## src/rtl/bpromotion_sprite_fetch_if.sv

```systemverilog
`default_nettype none
// ============================================================================
// Module   : bpromotion_sprite_fetch_if
// Purpose  : Pixel-side, menu-control and sprite-ROM signals of the black
//            pawn-promotion menu sprite fetch stage, bundled for port use.
// Revision : 1.0 - initial release
// ============================================================================
interface bpromotion_sprite_fetch_if #(
  parameter int ADDR_W = 13
);
  // Raster position from the VGA controller
  logic [9:0]        DrawX;
  logic [9:0]        DrawY;
  logic              vis_in;
  // Promotion-menu request from the game FSM
  logic              menu_show;
  logic [9:0]        menu_x;
  logic [9:0]        menu_y;
  logic [1:0]        sel;
  // Synchronous sprite ROM
  logic [ADDR_W-1:0] rom_addr;
  logic [3:0]        rom_data;
  // Towards the palette stage
  logic [3:0]        index;
  logic              pixel_hit;
  logic              vis_out;

  // The fetch stage itself
  modport slave (
    input  DrawX, DrawY, vis_in, menu_show, menu_x, menu_y, sel, rom_data,
    output rom_addr, index, pixel_hit, vis_out
  );

  // Raster source, game FSM and ROM side
  modport master (
    output DrawX, DrawY, vis_in, menu_show, menu_x, menu_y, sel, rom_data,
    input  rom_addr, index, pixel_hit, vis_out
  );
endinterface
`default_nettype wire

```

## src/rtl/bpromotion_sprite_fetch.sv

```systemverilog
`default_nettype none
// ============================================================================
// Module   : bpromotion_sprite_fetch
// Purpose  : Promotion-menu sprite fetch. Hit-tests the raster position
//            against a frame-latched menu rectangle, addresses the sprite ROM
//            and aligns the returned colour index with hit / highlight /
//            visibility flags. Output latency is 2 clocks from DrawX/DrawY.
// Revision : 1.0 - initial release
// ============================================================================
module bpromotion_sprite_fetch #(
  parameter int         MENU_W       = 160,
  parameter int         MENU_H       = 40,
  parameter int         SLOT_W       = 40,
  parameter int         ADDR_W       = 13,
  parameter logic [3:0] HL_INDEX     = 4'h1,
  parameter int         BLINK_FRAMES = 30
) (
  input  wire logic                   Clk,
  input  wire logic                   Reset_n,
  bpromotion_sprite_fetch_if.slave    bus
);

  // Blink counter needs at least one bit even when BLINK_FRAMES is 1
  localparam int c_cnt_w = (BLINK_FRAMES > 1) ? $clog2(BLINK_FRAMES) : 1;
  localparam logic [c_cnt_w-1:0] c_cnt_last = c_cnt_w'(BLINK_FRAMES - 1);

  // Frame-latched menu state (no tearing within a frame)
  logic               r_show;
  logic [9:0]         r_mx;
  logic [9:0]         r_my;
  logic [1:0]         r_sel;
  logic [c_cnt_w-1:0] r_blink_cnt;
  logic               r_blink_phase;

  // Pipeline registers
  logic [ADDR_W-1:0]  r_rom_addr;
  logic               r_hit1;
  logic               r_border1;
  logic               r_vis1;
  logic               r_hit2;
  logic               r_border2;
  logic               r_vis2;

  // Stage-0 combinational terms, all in 11-bit unsigned so menu+size never wraps
  logic [10:0]        w_x;
  logic [10:0]        w_y;
  logic [10:0]        w_mx;
  logic [10:0]        w_my;
  logic [10:0]        w_x_end;
  logic [10:0]        w_y_end;
  logic [10:0]        w_rx;
  logic [10:0]        w_ry;
  logic [10:0]        w_lx;
  logic [10:0]        w_slot_base;
  logic [1:0]         w_slot;
  logic               w_frame_start;
  logic               w_hit0;
  logic               w_edge;
  logic               w_border0;
  logic [ADDR_W-1:0]  w_addr0;

  assign w_frame_start = (bus.DrawX == 10'd0) && (bus.DrawY == 10'd0);

  assign w_x     = {1'b0, bus.DrawX};
  assign w_y     = {1'b0, bus.DrawY};
  assign w_mx    = {1'b0, r_mx};
  assign w_my    = {1'b0, r_my};
  assign w_x_end = w_mx + 11'(MENU_W);
  assign w_y_end = w_my + 11'(MENU_H);
  assign w_rx    = w_x - w_mx;
  assign w_ry    = w_y - w_my;

  // Menu rectangle test; clipping past the screen edge falls out naturally
  assign w_hit0 = r_show & bus.vis_in
                & (w_x >= w_mx) & (w_x < w_x_end)
                & (w_y >= w_my) & (w_y < w_y_end);

  // Slot number by threshold compares instead of a divider
  always_comb begin
    w_slot      = 2'd3;
    w_slot_base = 11'(3 * SLOT_W);
    if (w_rx < 11'(SLOT_W)) begin
      w_slot      = 2'd0;
      w_slot_base = 11'd0;
    end else if (w_rx < 11'(2 * SLOT_W)) begin
      w_slot      = 2'd1;
      w_slot_base = 11'(SLOT_W);
    end else if (w_rx < 11'(3 * SLOT_W)) begin
      w_slot      = 2'd2;
      w_slot_base = 11'(2 * SLOT_W);
    end
  end

  assign w_lx = w_rx - w_slot_base;

  // Two-pixel frame around the selected slot
  assign w_edge = (w_lx < 11'd2) | (w_lx >= 11'(SLOT_W - 2))
                | (w_ry < 11'd2) | (w_ry >= 11'(MENU_H - 2));

  assign w_border0 = w_hit0 & (w_slot == r_sel) & w_edge & r_blink_phase;

  // Row-major sprite address, truncated to the ROM width
  assign w_addr0 = ADDR_W'(w_ry) * ADDR_W'(MENU_W) + ADDR_W'(w_rx);

  // Frame-start capture of menu state and blink timing
  always_ff @(posedge Clk) begin
    if (!Reset_n) begin
      r_show        <= 1'b0;
      r_mx          <= 10'd0;
      r_my          <= 10'd0;
      r_sel         <= 2'd0;
      r_blink_cnt   <= '0;
      r_blink_phase <= 1'b0;
    end else if (w_frame_start) begin
      r_show <= bus.menu_show;
      r_mx   <= bus.menu_x;
      r_my   <= bus.menu_y;
      r_sel  <= bus.sel;
      if (r_blink_cnt == c_cnt_last) begin
        r_blink_cnt   <= '0;
        r_blink_phase <= ~r_blink_phase;
      end else begin
        r_blink_cnt <= r_blink_cnt + 1'b1;
      end
    end
  end

  // Stage 0: ROM address and first copy of the pixel flags
  always_ff @(posedge Clk) begin
    if (!Reset_n) begin
      r_rom_addr <= '0;
      r_hit1     <= 1'b0;
      r_border1  <= 1'b0;
      r_vis1     <= 1'b0;
    end else begin
      r_rom_addr <= w_hit0 ? w_addr0 : '0;
      r_hit1     <= w_hit0;
      r_border1  <= w_border0;
      r_vis1     <= bus.vis_in;
    end
  end

  // Stage 1: flags delayed to line up with the ROM's registered data
  always_ff @(posedge Clk) begin
    if (!Reset_n) begin
      r_hit2    <= 1'b0;
      r_border2 <= 1'b0;
      r_vis2    <= 1'b0;
    end else begin
      r_hit2    <= r_hit1;
      r_border2 <= r_border1;
      r_vis2    <= r_vis1;
    end
  end

  // Output mux: highlight border overrides the sprite colour
  always_comb begin
    bus.index = 4'h0;
    if (r_hit2) begin
      bus.index = r_border2 ? HL_INDEX : bus.rom_data;
    end
  end

  assign bus.rom_addr  = r_rom_addr;
  assign bus.pixel_hit = r_hit2;
  assign bus.vis_out   = r_vis2;

endmodule
`default_nettype wire

```

## src/flat_wrapper.sv

```systemverilog
// flat-port wrapper written by rule: the top's interface ports become plain ports
module bpromotion_sprite_fetch_flat 
#(
  parameter int         MENU_W       = 160,
  parameter int         MENU_H       = 40,
  parameter int         SLOT_W       = 40,
  parameter int         ADDR_W       = 13,
  parameter logic [3:0] HL_INDEX     = 4'h1,
  parameter int         BLINK_FRAMES = 30
)
  (Clk, Reset_n, bus_DrawX, bus_DrawY, bus_vis_in, bus_menu_show, bus_menu_x, bus_menu_y, bus_sel, bus_rom_data, bus_rom_addr, bus_index, bus_pixel_hit, bus_vis_out);
  bpromotion_sprite_fetch_if #(.ADDR_W(ADDR_W)) bus_i ();
  input  wire logic Clk;
  input  wire logic Reset_n;
  input wire logic [$bits(bus_i.DrawX)-1:0] bus_DrawX;
  input wire logic [$bits(bus_i.DrawY)-1:0] bus_DrawY;
  input wire logic [$bits(bus_i.vis_in)-1:0] bus_vis_in;
  input wire logic [$bits(bus_i.menu_show)-1:0] bus_menu_show;
  input wire logic [$bits(bus_i.menu_x)-1:0] bus_menu_x;
  input wire logic [$bits(bus_i.menu_y)-1:0] bus_menu_y;
  input wire logic [$bits(bus_i.sel)-1:0] bus_sel;
  input wire logic [$bits(bus_i.rom_data)-1:0] bus_rom_data;
  output wire logic [$bits(bus_i.rom_addr)-1:0] bus_rom_addr;
  output wire logic [$bits(bus_i.index)-1:0] bus_index;
  output wire logic [$bits(bus_i.pixel_hit)-1:0] bus_pixel_hit;
  output wire logic [$bits(bus_i.vis_out)-1:0] bus_vis_out;
  assign bus_i.DrawX = bus_DrawX;
  assign bus_i.DrawY = bus_DrawY;
  assign bus_i.vis_in = bus_vis_in;
  assign bus_i.menu_show = bus_menu_show;
  assign bus_i.menu_x = bus_menu_x;
  assign bus_i.menu_y = bus_menu_y;
  assign bus_i.sel = bus_sel;
  assign bus_i.rom_data = bus_rom_data;
  assign bus_rom_addr = bus_i.rom_addr;
  assign bus_index = bus_i.index;
  assign bus_pixel_hit = bus_i.pixel_hit;
  assign bus_vis_out = bus_i.vis_out;
  bpromotion_sprite_fetch #(.MENU_W(MENU_W), .MENU_H(MENU_H), .SLOT_W(SLOT_W), .ADDR_W(ADDR_W), .HL_INDEX(HL_INDEX), .BLINK_FRAMES(BLINK_FRAMES)) u_core (.Clk(Clk), .Reset_n(Reset_n), .bus(bus_i));
endmodule
```

## config.mk

```make
export PLATFORM = sky130hd
export DESIGN_NAME = bpromotion_sprite_fetch_flat
export DESIGN_NICKNAME = d
export VERILOG_FILES = /design/src/rtl/bpromotion_sprite_fetch_if.sv /design/src/rtl/bpromotion_sprite_fetch.sv /design/src/flat_wrapper.sv
export SDC_FILE = /design/constraint.sdc
export NUM_CORES = 1
export LEC_CHECK = 0
export ABC_CLOCK_PERIOD_IN_PS = 7350
export CORE_UTILIZATION = 42
export DETAILED_ROUTE_END_ITERATION = 8
export PLACE_DENSITY = 0.67
export SYNTH_ARGS = -nofsm -noshare
export SYNTH_HDL_FRONTEND = slang
export SYNTH_SLANG_ARGS = --single-unit
```

## constraint.sdc

```tcl
create_clock -name Clk -period 7.35 [get_ports Clk]
set_clock_uncertainty 0.05 [all_clocks]
set_input_delay 1.47 -clock Clk [delete_from_list [all_inputs] [get_ports Clk]]
set_output_delay 1.47 -clock Clk [all_outputs]
set_load 0.1 [all_outputs]
```

==> results.md, run 1 <==
* Number of vias per cell at 5.29
* Yosys Warn Count at 0
* Most common cell after layout, fill and taps aside: sky130_fd_sc_hd__clkdlybuf4s50_1
* Placed cell count at 622
* Setup repair after global routing missed its margin: false
* TritonCTS Sinks at 48
* Initial DRT Pass Iterations at 4
* Sequential share of the synthesized area at 0.243
* Accumulated negative setup slack at 0 ps
* Total Die Area at 0.00980 sq mm
* Power density cells at 152 mW/mm^2
* Max-capacitance violation count at 0
* Area growth from synthesis to layout at 23.0%
* Worst Path Arrival at 6090 ps
* I/O pin cnt at 69
* Leakage component of the power at 1.94 nW
* Relative slew margins at 0.353
* Number of placement rows at 35
* Peak fanout along the critical path at 7
* Critical Path Source Type: input pin
* Final-report setup violation count at 0
* Post-synth ARST share at 0
* Overall global routing resource usage at 0.187
* Netlist Area Pre-Place at 0.00395 sq mm
* Placeable core area at 0.00920 sq mm
* Horizontal die dimension at 99.0 um
* Clock Path Buffers at 2
* Library cells used by synthesis at 56
* Final Total Pwr at 0.000738 W
* Period utilization at 0.811
* Clock slew at the register clock pins of the worst setup and hold paths at 100 ps
* Non-filler instance count after layout at 630
* Count of state elements after synthesis at 48
* Global route total overflow at 0
* Count of routing violations after the opening detailed-route iteration at 171
* Crit path required time at 7480 ps
* H-tree lvl count at 2
* Number of buffer cells added on primary ports at 68
* Count of nets after finishing at 627
* Effective utilization at floorplan at 0.430
* Largest net degree at the start of global routing at 30
* Main flop type after synthesis: sky130_fd_sc_hd__dfxtp_1
* Number of buffers inserted by hold repair at cts at 0
* Final Wtd Congestion at 0.912
* Status: finished, final reports clean
* Die height at 99.0 um
* Worst Path Class, Setup: input pin to flip-flop
* Wire length per cell after detailed routing at 14.2 um
* Top library cells by usage in the layout, fill and taps aside: sky130_fd_sc_hd__clkdlybuf4s50_1, sky130_fd_sc_hd__ha_1, sky130_fd_sc_hd__inv_1
* Clock tree root driver cell: sky130_fd_sc_hd__clkbuf_8
* Antenna Nets Post-Route at 0
* DRT Wirelength at 8920 um
* Fmax at 168 MHz
* Clock buffers created by TritonCTS at 5
* Wire length of the first global-routing pass at 14800 um
* Kind of end point of the critical path: flip-flop
* Via count of the first global-routing pass at 3166
* Detail Placement HPWL at 7370 um
* Post-CTS Setup Repair Bufs at 0
* Number of antenna violations at the first check in global routing at 0
* Remaining design rule violation count at 0
* Post-CTS Resized at 0
* Minimum period implied by the final worst setup slack at 5960 ps
* Worst-case vdd ir drop at 0.0831 mV
* Number of pins exceeding their max-slew limit in the final report at 0
* Final hold vios at 0
* Post-synth net total at 561
* Fraction of final layout cells with drive strength greater than 1 at 0.0539
* TritonCTS clock tree: yes
* Gate count of the mapped netlist at 452
* Pin slew with the least headroom to its limit at 967 ps
* Detailed-route via count at 3334
* Antenna diode count at 0
* Classification of the worst-slack hold path: flip-flop to flip-flop
* Count of flip-flops with a built-in enable after synthesis at 0
* Number of fill cells in the layout at 886
* Insertion delay of the later-clocked pin in the worst-skew pair at 300 ps
* Per-instance average area after synthesis at 8.74 sq um
[power breakdown]
part	switching [W]	leakage (nW)	internal (W)
combinational	0.000125	1.48	0.000119
clock	0.0000965	0.0687	0.000137
sequential	0.000000135	0.387	0.000260
total	0.000222	1.94	0.000517
[stage by stage]
stage	utilization	area [sq um]	setup WS, ps	hold slack (ps)
floorplan	-	3950	2000	362
global placement	0.514	4720	1210	370
detailed placement	0.514	4720	1110	374
CTS	0.529	4860	1410	407
global route	0.529	4860	1100	440
finish	0.529	4860	1390	401
[kinds of logic (layout without fill, tap and decap cells)]
family / after synthesis / count (layout) / synth area share
simple gates: 123 / 123 / 0.168
compound gates: 90 / 90 / 0.166
buf+inv: 63 / 130 / 0.0649
fa+ha+maj: 61 / 61 / 0.202
flops: 48 / 48 / 0.243
xor+xnor: 43 / 43 / 0.0953
mux: 24 / 24 / 0.0608
[worst max-delay path, cell delays in order]
cell,delay [ps]
sky130_fd_sc_hd__clkdlybuf4s50_1,420
sky130_fd_sc_hd__inv_1,60
sky130_fd_sc_hd__ha_1,160
sky130_fd_sc_hd__inv_1,50
sky130_fd_sc_hd__fa_1,390
sky130_fd_sc_hd__a21o_1,210
sky130_fd_sc_hd__a221oi_2,330
sky130_fd_sc_hd__a21oi_2,130
sky130_fd_sc_hd__xor2_1,490
sky130_fd_sc_hd__nor2_1,160
sky130_fd_sc_hd__o211a_1,210
sky130_fd_sc_hd__inv_1,70
sky130_fd_sc_hd__ha_1,150
sky130_fd_sc_hd__inv_1,50
sky130_fd_sc_hd__fa_1,470
sky130_fd_sc_hd__inv_1,50
sky130_fd_sc_hd__and3_1,160
sky130_fd_sc_hd__nand3_1,80
sky130_fd_sc_hd__o221ai_1,110
sky130_fd_sc_hd__a2111oi_0,370
sky130_fd_sc_hd__nand4b_1,140
sky130_fd_sc_hd__nor4_1,260
sky130_fd_sc_hd__nor4_1,100
[synthesized netlist by cell type (6+ instances only)]
cell                      number  area (sq um)
sky130_fd_sc_hd__nor2_1       32           120
sky130_fd_sc_hd__nor3_1        6          30.0
sky130_fd_sc_hd__nand2_1      13          48.8
sky130_fd_sc_hd__nor4_1        9          56.3
sky130_fd_sc_hd__o21a_1        6          45.0
sky130_fd_sc_hd__ha_1         54           676
sky130_fd_sc_hd__and2_1        8          50.1
sky130_fd_sc_hd__inv_1        53           199
sky130_fd_sc_hd__mux2i_1      24           240
sky130_fd_sc_hd__xnor2_1      27           236
sky130_fd_sc_hd__nor2b_1      25           156
sky130_fd_sc_hd__a21oi_1      22           110
sky130_fd_sc_hd__o21ai_0      12          60.1
sky130_fd_sc_hd__a21o_1       13          97.6
sky130_fd_sc_hd__nand3_1       6          30.0
sky130_fd_sc_hd__dfxtp_1      48           961
sky130_fd_sc_hd__xor2_1       16           140
[layer usage]
metal,share of wire,vias up,wire [um],GRT usage
met3,0.041,10,369,0.0270
met1,0.48,1540,4310,0.259
met5,0,-,0,0
li1,-,1701,-,-
met2,0.46,83,4150,0.308
met4,0.011,0,95,0.0367
[flip-flops by register name (all words and copies together), names as in the netlist]
register	cells
u_core.r_border1	1
u_core.bus.pixel_hit	1
u_core.r_blink_cnt	5
u_core.bus.rom_addr	13
u_core.r_show	1
u_core.r_hit1	1
u_core.r_sel	2
u_core.r_blink_phase	1
u_core.r_vis1	1
u_core.r_mx	10
u_core.r_my	10
u_core.bus.vis_out	1
u_core.r_border2	1
[worst paths after layout]
path	startpoint	end	slack, ps	depth (start not counted)
worst max register to register	u_core.r_mx[0]	u_core.r_border1	2660	21
worst min register to register	u_core.r_hit1	u_core.bus.pixel_hit	400	1
worst min-delay path	u_core.r_hit1	u_core.bus.pixel_hit	400	1
worst max-delay path	bus_DrawX[0]	u_core.r_border1	1390	23
[final cells by class]
| class | count | area (sq um) | share of cell area |
|---|---|---|---|
| Clock buffer | 5 | 68.8 | 0.0142 |
| Clock inverter | 3 | 68.8 | 0.0142 |
| Inverter | 53 | 199 | 0.0409 |
| Multi-Input combinational cell | 341 | 2740 | 0.563 |
| Sequential cell | 48 | 961 | 0.198 |
| Tap cell | 111 | 139 | 0.0286 |
| Timing Repair Buffer | 69 | 688 | 0.142 |
No activity file was read; power rests on OpenSTA's default activity.
==> run 2, diff against run 1 <==
- ABC_CLOCK_PERIOD_IN_PS: 7350 -> 5300
- PLACE_DENSITY: 0.67 -> 0.69
- clock period: 7.35 -> 5.3 ns (I/O delays scaled with it)
==> results.md, run 2 (synthesis results as in run 1) <==
* Status: finished, final reports clean
* I/O pin cnt at 69
* Horizontal die dimension at 99.0 um
* Placed cell count at 642
* Delay of the slowest cell on the worst path at 470 ps
* Global route total overflow at 0
* Highest-utilization routing layer at the global route stage: met2
* Count of nets after finishing at 647
* TritonCTS Sinks at 48
* Worst setup timing slack at the placement stage at -201 ps
* Worst-case vdd ir drop at 0.110 mV
* Count of routing violations after the opening detailed-route iteration at 82
* Final hold vios at 0
* Kind of end point of the critical path: flip-flop
* Met3 demand-to-capacity share in global routing at 0.0312
* Detail Placement HPWL at 7400 um
* Detailed-route via count at 3392
* Classification of the worst-slack hold path: flip-flop to flip-flop
* Insertion delay of the later-clocked pin in the worst-skew pair at 300 ps
* Number of placement rows at 35
* Peak fanout along the critical path at 4
* Max-capacitance violation count at 0
* Worst-case setup margin in the final layout at 290 ps
* Number of vias per cell at 5.23
* Via count of the first global-routing pass at 3199
* CP delay by family, top: compound AO/OA/AOI/OAI gates
* Buffers and inverters on the worst path at 6
* Period utilization at 0.945
* Global routing met1 resource utilization at 0.232
* Critical Path Source Type: input pin
* Area growth from synthesis to layout at 25.9%
* Met2 capacity usage during global routing at 0.319
* Number of buffer cells added on primary ports at 68
* Clock slew at the register clock pins of the worst setup and hold paths at 80 ps
* Most common cell after layout, fill and taps aside: sky130_fd_sc_hd__clkdlybuf4s50_1
* Top library cells by usage in the layout, fill and taps aside: sky130_fd_sc_hd__clkdlybuf4s50_1, sky130_fd_sc_hd__ha_1, sky130_fd_sc_hd__inv_1
* Final Wtd Congestion at 0.864
* Wire length per cell after detailed routing at 13.5 um
* Final Total Pwr at 0.000934 W
* Worst Path Class, Setup: input pin to flip-flop
* Overall global routing resource usage at 0.182
* Post-CTS Setup Repair Bufs at 0
* Total Die Area at 0.00980 sq mm
* Critical-path top delay cell: sky130_fd_sc_hd__fa_1
* Most common cell type on the critical path: sky130_fd_sc_hd__inv_1
* Largest net degree at the start of global routing at 30
* Relative slew margins at 0.352
* Clock tree root driver cell: sky130_fd_sc_hd__clkbuf_8
* Final Util at 0.541
* Clock buffers created by TritonCTS at 5
* Number of pins exceeding their max-slew limit in the final report at 0
* Cell-by-cell trace of the critical path: clkdlybuf4s50_1, inv_1, ha_1, inv_1, fa_1, a21o_1, a221oi_2, a21oi_2, a211o_1, o21a_1, o211a_1, inv_1, ha_1, inv_1, fa_1, inv_1, and3_1, nand3_1, o221ai_1, a2111oi_2, nand4b_1, nor4_2, nor4_1
* Placeable core area at 0.00920 sq mm
* Final-report setup violation count at 0
* Wire length of the first global-routing pass at 14400 um
* Effective utilization at floorplan at 0.430
* Antenna Nets Post-Route at 0
* TritonCTS clock tree: yes
* Fmax at 200 MHz
* Placement Cell Area at 0.00487 sq mm
* Crit path required time at 5420 ps
* Number of fill cells in the layout at 876
* Pin slew with the least headroom to its limit at 969 ps
* Die height at 99.0 um
* Worst Path Arrival at 5130 ps
* Remaining design rule violation count at 0
* Clock Path Buffers at 2
* Non-filler instance count after layout at 649
* Setup repair after global routing missed its margin: false
* DRT Wirelength at 8760 um
* Minimum period implied by the final worst setup slack at 5010 ps
* Number of antenna violations at the first check in global routing at 0
* Power density cells at 188 mW/mm^2
* Antenna diode count at 0
* Largest register FFs at 13
* Fraction of final layout cells with drive strength greater than 1 at 0.0929
* Final Instance Area at 0.00497 sq mm
* H-tree lvl count at 2
* Initial DRT Pass Iterations at 4
* Leakage component of the power at 2.01 nW
run 2: through the flow:
stage                     hold WS (ps)  setup TNS [ps]
after floorplan                    362               0
after global placement             369           -98.8
after detailed placement           369            -201
after CTS                          389               0
after global routing               423               0
final                              388               0
run 2: where the power goes:
part / switching [W] / internal (W)
clock network: 0.000123 / 0.0000896
logic: 0.000177 / 0.000183
registers: 0.000000137 / 0.000361
run 2: layer usage:
layer,wire length (um),part of all wire,vias to the layer above
li1,-,-,1743
met1,4270,0.49,1587
met2,4110,0.47,55
met3,285,0.033,7
met4,95,0.011,0
met5,0,0,-
run 2: layout make-up:
cell class | count | area, sq um | share of cell area
Tap cell | 111 | 139 | 0.0279
Clock buffer | 5 | 68.8 | 0.0138
Inverter | 53 | 199 | 0.0400
Timing Repair Buffer | 89 | 838 | 0.169
Multi-Input combinational cell | 341 | 2760 | 0.554
Sequential cell | 48 | 961 | 0.193
Clock inverter | 2 | 12.5 | 0.00252
run 2: timing repair:
item                       4_1_cts  5_1_grt
hold buffers                     0        0
setup endpoints to repair        0        1
resized for setup                0        4
run 2: path summary, 6_finish.rpt:
path                  start                    to  slack, ps  depth (start not counted)
max            bus_DrawX[0]      u_core.r_border1        290                         23
min           u_core.r_hit1  u_core.bus.pixel_hit        390                          1
max reg2reg  u_core.r_mx[0]      u_core.r_border1       1170                         21
min reg2reg   u_core.r_hit1  u_core.bus.pixel_hit        390                          1
==> run 3, diff against run 2 <==
- CORE_ASPECT_RATIO: default -> 1.5
==> results.md, run 3 (synthesis results as in run 1) <==
* Count of nets after finishing at 650
* Wire length of the first global-routing pass at 15200 um
* Detail Placement HPWL at 7680 um
* Number of antenna violations at the first check in global routing at 0
* Clock slew at the register clock pins of the worst setup and hold paths at 70 ps
* Final Wtd Congestion at 0.885
* Effective utilization at floorplan at 0.429
* Accumulated negative setup slack at 0 ps
* Count of routing violations after the opening detailed-route iteration at 139
* Antenna Nets Post-Route at 0
* Peak fanout along the critical path at 3
* Initial DRT Pass Iterations at 4
* TritonCTS clock tree: yes
* Wire length per cell after detailed routing at 14.0 um
* Sequential cell area at 961 sq um
* TritonCTS Sinks at 48
* Status: finished, final reports clean
* Area growth from synthesis to layout at 29.5%
* Antenna diode count at 0
* Largest register FFs at 13
* Insertion delay of the later-clocked pin in the worst-skew pair at 290 ps
* Fmax at 200 MHz
* Cell-by-cell trace of the critical path: clkdlybuf4s50_1, inv_1, ha_1, inv_1, fa_1, a21o_1, a221oi_2, a21oi_2, a211o_1, o21a_1, o211a_1, inv_1, ha_1, inv_1, fa_1, inv_1, and3_1, nand3_1, o221ai_1, a2111oi_2, nand4b_1, nor4_2, nor4_1
* Number of pins exceeding their max-slew limit in the final report at 0
* Clock tree root driver cell: sky130_fd_sc_hd__clkbuf_16
* Remaining design rule violation count at 0
* Placement Cell Area at 0.00488 sq mm
* H-tree lvl count at 2
* Global route total overflow at 0
* Delay of the slowest cell on the worst path at 480 ps
* Die height at 121 um
* Worst Path Arrival at 5120 ps
* Worst hold slack across all endpoints at 391 ps
* Relative slew margins at 0.348
* Final Instance Area at 0.00512 sq mm
* Clock Path Buffers at 2
* Worst-case vdd ir drop at 0.186 mV
* Number of vias per cell at 5.28
* Fraction of final layout cells with drive strength greater than 1 at 0.101
* Number of buffers inserted by hold repair at cts at 0
* Kind of end point of the critical path: flip-flop
* Number of fill cells in the layout at 839
* Area used by multi-input combinational logic at 0.00276 sq mm
* Final-report setup violation count at 0
* Horizontal die dimension at 81.2 um
* Power density cells at 223 mW/mm^2
* Period utilization at 0.945
* Most common cell after layout, fill and taps aside: sky130_fd_sc_hd__clkdlybuf4s50_1
* Via count of the first global-routing pass at 3418
* Pin slew with the least headroom to its limit at 975 ps
* Worst Path Class, Setup: input pin to flip-flop
* Number of buffer cells added on primary ports at 68
* Classification of the worst-slack hold path: flip-flop to flip-flop
* Placeable core area at 0.00920 sq mm
* Top library cells by usage in the layout, fill and taps aside: sky130_fd_sc_hd__clkdlybuf4s50_1, sky130_fd_sc_hd__ha_1, sky130_fd_sc_hd__inv_1
* DRT Wirelength at 9180 um
* Total Die Area at 0.00981 sq mm
* Leakage component of the power at 2.08 nW
* Overall global routing resource usage at 0.200
* I/O pin cnt at 69
* Minimum period implied by the final worst setup slack at 5010 ps
* Critical Path Source Type: input pin
* Setup repair after global routing missed its margin: false
* Clock buffers created by TritonCTS at 5
* Max-capacitance violation count at 0
* Detailed-route via count at 3456
* Critical-path top delay cell: sky130_fd_sc_hd__fa_1
* Most common cell type on the critical path: sky130_fd_sc_hd__inv_1
* Crit path required time at 5410 ps
* Final hold vios at 0
* Number of placement rows at 43
* Largest net degree at the start of global routing at 30
-- run 3: repair_timing --
action / in CTS / in global routing
setup buffers: 0 / 2
endpoints found under the setup margin: 0 / 1
resized for setup: 0 / 5
-- run 3: critical path: cells and delay by family --
family / cells / cell delay [ps]
compound gates: 8 / 1570
simple gates: 5 / 630
buf+inv: 6 / 680
fa+ha+maj: 4 / 1170
-- run 3: report_power, final --
group,internal [W],switching [W]
Combinational,0.000186,0.000179
Clock,0.000272,0.000142
Sequential,0.000361,0.000000123
-- run 3: stage by stage --
stage               utilization  instances  power, W  worst slack, ps
finish                    0.556        654   0.00114              292
global route              0.556        654   0.00121             23.1
detailed placement        0.531        644  0.000727             -277
CTS                       0.552        652   0.00114             15.9
floorplan                     -        452  0.000614              361
global placement          0.531        644  0.000716             -111
-- run 3: path summary, 6_finish.rpt --
kind	to	start	slack, ps	depth (start not counted)
worst min register to register	u_core.bus.vis_out	u_core.r_vis1	390	1
worst max-delay path	u_core.r_border1	bus_DrawX[0]	290	23
worst max register to register	u_core.r_border1	u_core.r_mx[0]	1110	21
worst min-delay path	u_core.bus.vis_out	u_core.r_vis1	390	1
-- run 3: routing by layer --
| layer | vias to the layer above | part of all wire | track usage |
|---|---|---|---|
| li1 | 1749 | - | - |
| met1 | 1613 | 0.40 | 0.220 |
| met2 | 72 | 0.53 | 0.358 |
| met3 | 22 | 0.034 | 0.0294 |
| met4 | 0 | 0.038 | 0.105 |
| met5 | - | 0 | 0 |
-- run 3: area by class of cell --
class,instances,share of cell area
well taps,112,0.0274
flip-flops and latches,48,0.188
repair buffers,92,0.168
clock inverters,3,0.0134
multi-input cells,341,0.540
inverters,53,0.0389
clock buffers,5,0.0244
==> variant 1: new RTL, settings of run 2 <==
`BLINK_FRAMES` is set to 30 in 2 places; all go to 60.
--- a/src/rtl/bpromotion_sprite_fetch.sv
+++ b/src/rtl/bpromotion_sprite_fetch.sv
@@ -15,3 +15,3 @@
   parameter logic [3:0] HL_INDEX     = 4'h1,
-  parameter int         BLINK_FRAMES = 30
+  parameter int         BLINK_FRAMES = 60
 ) (
--- a/src/flat_wrapper.sv
+++ b/src/flat_wrapper.sv
@@ -8,3 +8,3 @@
   parameter logic [3:0] HL_INDEX     = 4'h1,
-  parameter int         BLINK_FRAMES = 30
+  parameter int         BLINK_FRAMES = 60
 )
Function: same outputs for any inputs over 4 cycles, from zero or initial values and one cycle with Reset_n low; that may be too few to reach the edited logic, so the function may still have changed.
==> variant 1 against run 2 <==
Total power is 5.9% higher; global-route usage is 1.4 points higher; die area is 1.7% higher; sequential cell count is 1 higher; routed wire length is 9.0% higher; design area is 6.4% higher; setup slack worse by 0.051 ns; area after synthesis is 1.7% higher; synthesized cell count is 2.2% higher; count of clock-buffer cells in the layout stayed put; critical endpoint unchanged.
==> variant 1: results (changes against run 2) <==
\begin{tabular}{lr}
\hline
Metric & Value \\
\hline
\multicolumn{2}{l}{\textbf{Placement}} \\
\quad Detailed-placement wirelength estimate & 7810 um (+5.6\%) \\
\quad Global placer's final weighted congestion & 0.868 (+0.46\%) \\
\quad Placement-stage cell area & 5110 sq um (+4.8\%) \\
\multicolumn{2}{l}{\textbf{STA}} \\
\quad Worst Tran Pin Value & 0.966 ns (-0.00269 ns) \\
\quad Smallest hold slack & 0.402 ns (+0.0138 ns) \\
\multicolumn{2}{l}{\textbf{Yosys}} \\
\quad Mux contribution to synthesized area & 0.0657 (+0.00487) \\
\quad Net count after synthesis & 570 (+1.6\%) \\
\quad Adder and majority gate portion of the synthesized area & 0.198 (-0.00408) \\
\quad Biggest area contributors in the synthesized netlist & dfxtp\_1 (24\%), ha\_1 (16\%), mux2i\_1 (6.2\%) \\
\quad Proportion of synthesized chip area in sequential cells & 0.244 (+0.000817) \\
\quad Area fraction in compound gates after synthesis & 0.157 (-0.00875) \\
\quad Area share of xor/xnor cells in the synthesized design & 0.0890 (-0.00630) \\
\quad Synth cell types & 63 (+13\%) \\
\quad Most instantiated cells after synthesis & ha\_1 (53), inv\_1 (50), dfxtp\_1 (49) \\
\multicolumn{2}{l}{\textbf{Setup path}} \\
\quad Setup slack, reg-to-reg & 1.07 ns (-0.10 ns) \\
\quad CP max-delay cell & clkdlybuf4s50\_1 \\
\quad Max Fanout on Critical Path & 3 (-1) \\
\quad Worst endpoint data arrival time & 5.19 ns (+0.06 ns) \\
\quad Critical Path Max Stage Delay & 0.43 ns (-0.04 ns) \\
\quad Worst reg2reg path startpoint & u\_core.r\_mx[5]\$\_SDFFE\_PN0P\_ \\
\multicolumn{2}{l}{\textbf{Detailed routing}} \\
\quad Starting DRC count in detailed routing & 86 (+4.9\%) \\
\quad Vias after detailed routing & 3594 (+6.0\%) \\
\quad Wirelength per Cell & 13.7 um (+1.4\%) \\
\multicolumn{2}{l}{\textbf{Clock tree}} \\
\quad Clock insertion delay at the later pin of the skew report & 0.32 ns (+0.02 ns) \\
\quad Clock transition at path regs & 0.12 ns (+0.04 ns) \\
\multicolumn{2}{l}{\textbf{Pwr}} \\
\quad Static leakage & 2.10 nW (+4.3\%) \\
\quad Worst vdd ir & 0.119 mV (+8.2\%) \\
\multicolumn{2}{l}{\textbf{Layout}} \\
\quad Layout cell share with drive strength beyond 1 & 0.130 (+0.0371) \\
\quad Number of filler cells placed in the layout & 850 (-3.0\%) \\
\quad Total Nets Final & 676 (+4.5\%) \\
\multicolumn{2}{l}{\textbf{Global routing}} \\
\quad Wire length of the first global-routing pass & 15700 um (+9.2\%) \\
\quad Via count of the first global-routing pass & 3478 (+8.7\%) \\
\quad Global router's overall resource usage & 0.195 (+0.0139) \\
\multicolumn{2}{l}{\textbf{Outcome}} \\
\quad Status & completed \\
\hline
\end{tabular}
[variant 1: cell count changes after synthesis, moves of 5 or more]
cell and change:
xnor2_1 -6, nor2b_1 +5, nor2_1 +5, nand4_1 +5
[variant 1: worst max-delay path, delay by kind of cell]
| kind | cells | cell delay [ns] |
|---|---|---|
| multiplexers | 1 | 0.20 |
| AND/OR/NAND/NOR | 4 | 0.61 |
| XOR/XNOR | 2 | 0.36 |
| AO/OA/AOI/OAI | 5 | 0.69 |
| adder cells (fa/ha/maj) | 5 | 1.42 |
| buffers and inverters | 6 | 0.83 |
[variant 1: worst max path at each step]
stage | slack [ns] | to | cells past startpoint | from
floorplan | 0.46 | u_core.r_border1$_SDFF_PN0_ | 22 | bus_DrawX[0]
global placement | -0.04 | u_core.r_border1$_SDFF_PN0_ | 23 | bus_DrawX[0]
detailed placement | -0.23 | u_core.r_border1$_SDFF_PN0_ | 21 | bus_DrawX[0]
CTS | 0.09 | u_core.r_border1$_SDFF_PN0_ | 21 | bus_DrawX[0]
global route | -0.03 | u_core.r_border1$_SDFF_PN0_ | 23 | bus_DrawX[0]
finish | 0.24 | u_core.r_border1$_SDFF_PN0_ | 23 | bus_DrawX[0]
[variant 1: final cells by class]
cell class	instances	area (sq um)	area share
clock buffers	5	68.8	0.0130
flip-flops and latches	49	981	0.185
well taps	129	161	0.0305
inverters	50	188	0.0355
repair buffers	106	966	0.182
multi-input cells	356	2900	0.548
clock inverters	3	28.8	0.00544
[variant 1: repair_timing]
item                       in CTS  in global routing
setup buffers                   0                  1
gates resized for setup         0                 15
setup endpoints to repair       0                  1
[variant 1: kinds of logic (layout without fill, tap and decap cells)]
family,Yosys count,in the layout
AOI/OAI and AO/OA,86,86
xor gates and xnor gates,40,40
adders and majority gates,61,61
buffers and inverters,57,164
DFF,49,49
muxes,26,26
and+or+nand+nor,143,143
[variant 1: per-layer routing]
layer  share of wire  GRT usage  vias up  routed length, um
met2            0.48      0.345       73               4590
met5               0          0        -                  0
met1            0.46      0.247     1674               4420
li1                -          -     1834                  -
met3           0.041     0.0320       13                388
met4           0.016     0.0498        0                155
[variant 1: metrics by stage]
stage                     instances  setup WS (ns)  setup TNS, ns
after floorplan                 462          0.464              0
after global placement          689        -0.0375        -0.0375
after detailed placement        689         -0.226         -0.226
after CTS                       697         0.0903              0
after global routing            698        -0.0346        -0.0346
final                           698          0.239              0
[variant 1: report_power, final]
group | switching, mW | internal [mW]
clock network | 0.154 | 0.0993
logic | 0.181 | 0.186
registers | 0.000247 | 0.369
==> variant 2: new RTL, flow settings as in run 2 <==
Without the edit above. `r_rom_addr` no longer has a reset.
--- a/src/rtl/bpromotion_sprite_fetch.sv
+++ b/src/rtl/bpromotion_sprite_fetch.sv
@@ -130,3 +130,2 @@
     if (!Reset_n) begin
-      r_rom_addr <= '0;
       r_hit1     <= 1'b0;
@@ -135,3 +134,2 @@
     end else begin
-      r_rom_addr <= w_hit0 ? w_addr0 : '0;
       r_hit1     <= w_hit0;
@@ -140,2 +138,6 @@
     end
+  end
+
+  always_ff @(posedge Clk) begin
+    r_rom_addr <= w_hit0 ? w_addr0 : '0;
   end
Formal check against the unedited RTL: differs if Reset_n is asserted again (counterexample within 4 cycles, from zero or initial values and one cycle with Reset_n low); with Reset_n held inactive, the same outputs for 10 cycles.
==> variant 2 against run 2 <==
Total power is 15% higher; design area is 6.0% higher; sequential power hardly changed; setup slack worse by 0.084 ns; final cell count is 5.5% higher; sequential cell count stayed put; routed wire length is 17% higher; combinational power is 5% higher; critical endpoint unchanged; core utilization is 3.5 points higher; area after synthesis is 0.13% lower.
==> variant 2: results (changes against run 2) <==
\begin{tabular}{lr}
\hline
Metric & Value \\
\hline
\multicolumn{2}{l}{\textbf{Outcome}} \\
\quad Status & completed \\
\multicolumn{2}{l}{\textbf{Placement}} \\
\quad Placement-stage cell area & 5030 sq um (+3.2\%) \\
\quad Global placer's final weighted congestion & 0.930 (+7.7\%) \\
\quad Detailed-placement wirelength estimate & 8310 um (+12\%) \\
\quad Cell total after placement & 675 (+5.1\%) \\
\multicolumn{2}{l}{\textbf{Yosys}} \\
\quad Synth cell types & 61 (+8.9\%) \\
\quad Avg Synthesized Cell Area & 8.49 sq um (-2.9\%) \\
\quad Area fraction in compound gates after synthesis & 0.156 (-0.00994) \\
\quad Mux contribution to synthesized area & 0.0659 (+0.00515) \\
\quad Area share of xor/xnor cells in the synthesized design & 0.0821 (-0.0132) \\
\quad Net count after synthesis & 574 (+2.3\%) \\
\multicolumn{2}{l}{\textbf{Setup path}} \\
\quad CP max-delay cell & fa\_2 \\
\quad Critical Path Max Stage Delay & 0.53 ns (+0.06 ns) \\
\quad Worst endpoint data arrival time & 5.21 ns (+0.08 ns) \\
\multicolumn{2}{l}{\textbf{Clock tree}} \\
\quad Post-cts sizing count & 2 (+2) \\
\quad Clock transition at path regs & 0.10 ns (+0.02 ns) \\
\multicolumn{2}{l}{\textbf{Detailed routing}} \\
\quad Starting DRC count in detailed routing & 129 (+57\%) \\
\quad Wirelength per Cell & 14.9 um (+10\%) \\
\multicolumn{2}{l}{\textbf{Global routing}} \\
\quad Largest net degree at the start of global routing & 27 (-10\%) \\
\quad Wire length of the first global-routing pass & 16600 um (+15\%) \\
\multicolumn{2}{l}{\textbf{Pwr}} \\
\quad Fraction of power spent switching nets & 0.312 (-0.00904) \\
\quad Final total power & 1.08 mW (+15\%) \\
\multicolumn{2}{l}{\textbf{Layout}} \\
\quad Total Nets Final & 682 (+5.4\%) \\
\quad Final standard cell count with taps included and fillers excluded & 685 (+5.5\%) \\
\multicolumn{2}{l}{\textbf{STA}} \\
\quad Headroom to the max-slew limit & 0.346 (-0.00646) \\
\hline
\end{tabular}
## variant 2: changes by cell type after synthesis, sizes merged, moves of 5 or more
| cell | change |
|---|---|
| nor2 | +23 |
| nor2b | -20 |
| o211ai | +6 |
| buf | -5 |
| nand4 | +5 |
## variant 2: cell type report
type                       instances  area share
multi-input combinational        353       0.537
timing repair buffer             110       0.189
sequential                        48       0.182
inverter                          55      0.0391
tap                              111      0.0263
clock buffer                       5      0.0130
clock inverter                     3      0.0130
## variant 2: final timing paths
check                                                 start                             to  slack, ns  depth (start not counted)
worst max register to register  u_core.r_mx[6]$_SDFFE_PN0P_    u_core.r_border1$_SDFF_PN0_       0.99                         18
worst min-delay path               u_core.r_vis1$_SDFF_PN0_  u_core.bus.vis_out$_SDFF_PN0_       0.39                          1
worst max-delay path                           bus_DrawX[6]    u_core.r_border1$_SDFF_PN0_       0.21                         18
worst min register to register     u_core.r_vis1$_SDFF_PN0_  u_core.bus.vis_out$_SDFF_PN0_       0.39                          1
## variant 2: stage by stage
step,setup slack (ns),hold WS (ns),utilization
floorplan,0.289,0.362,-
CTS,0.0459,0.394,0.565
global placement,-0.150,0.365,0.550
detailed placement,-0.362,0.369,0.550
finish,0.205,0.392,0.576
global route,-0.0169,0.401,0.576
## variant 2: per-layer routing
layer,track usage,vias to the layer above,wire [um]
met3,0.0248,16,368
met2,0.367,84,5010
met5,0,-,0
li1,-,1852,-
met4,0.0620,0,208
met1,0.277,1688,4630
## variant 2: cell families after synthesis
logic type      Yosys count
xor+xnor                 37
mux                      26
fa+ha+maj                62
simple gates            142
compound gates           86
buf+inv                  64
flops                    48
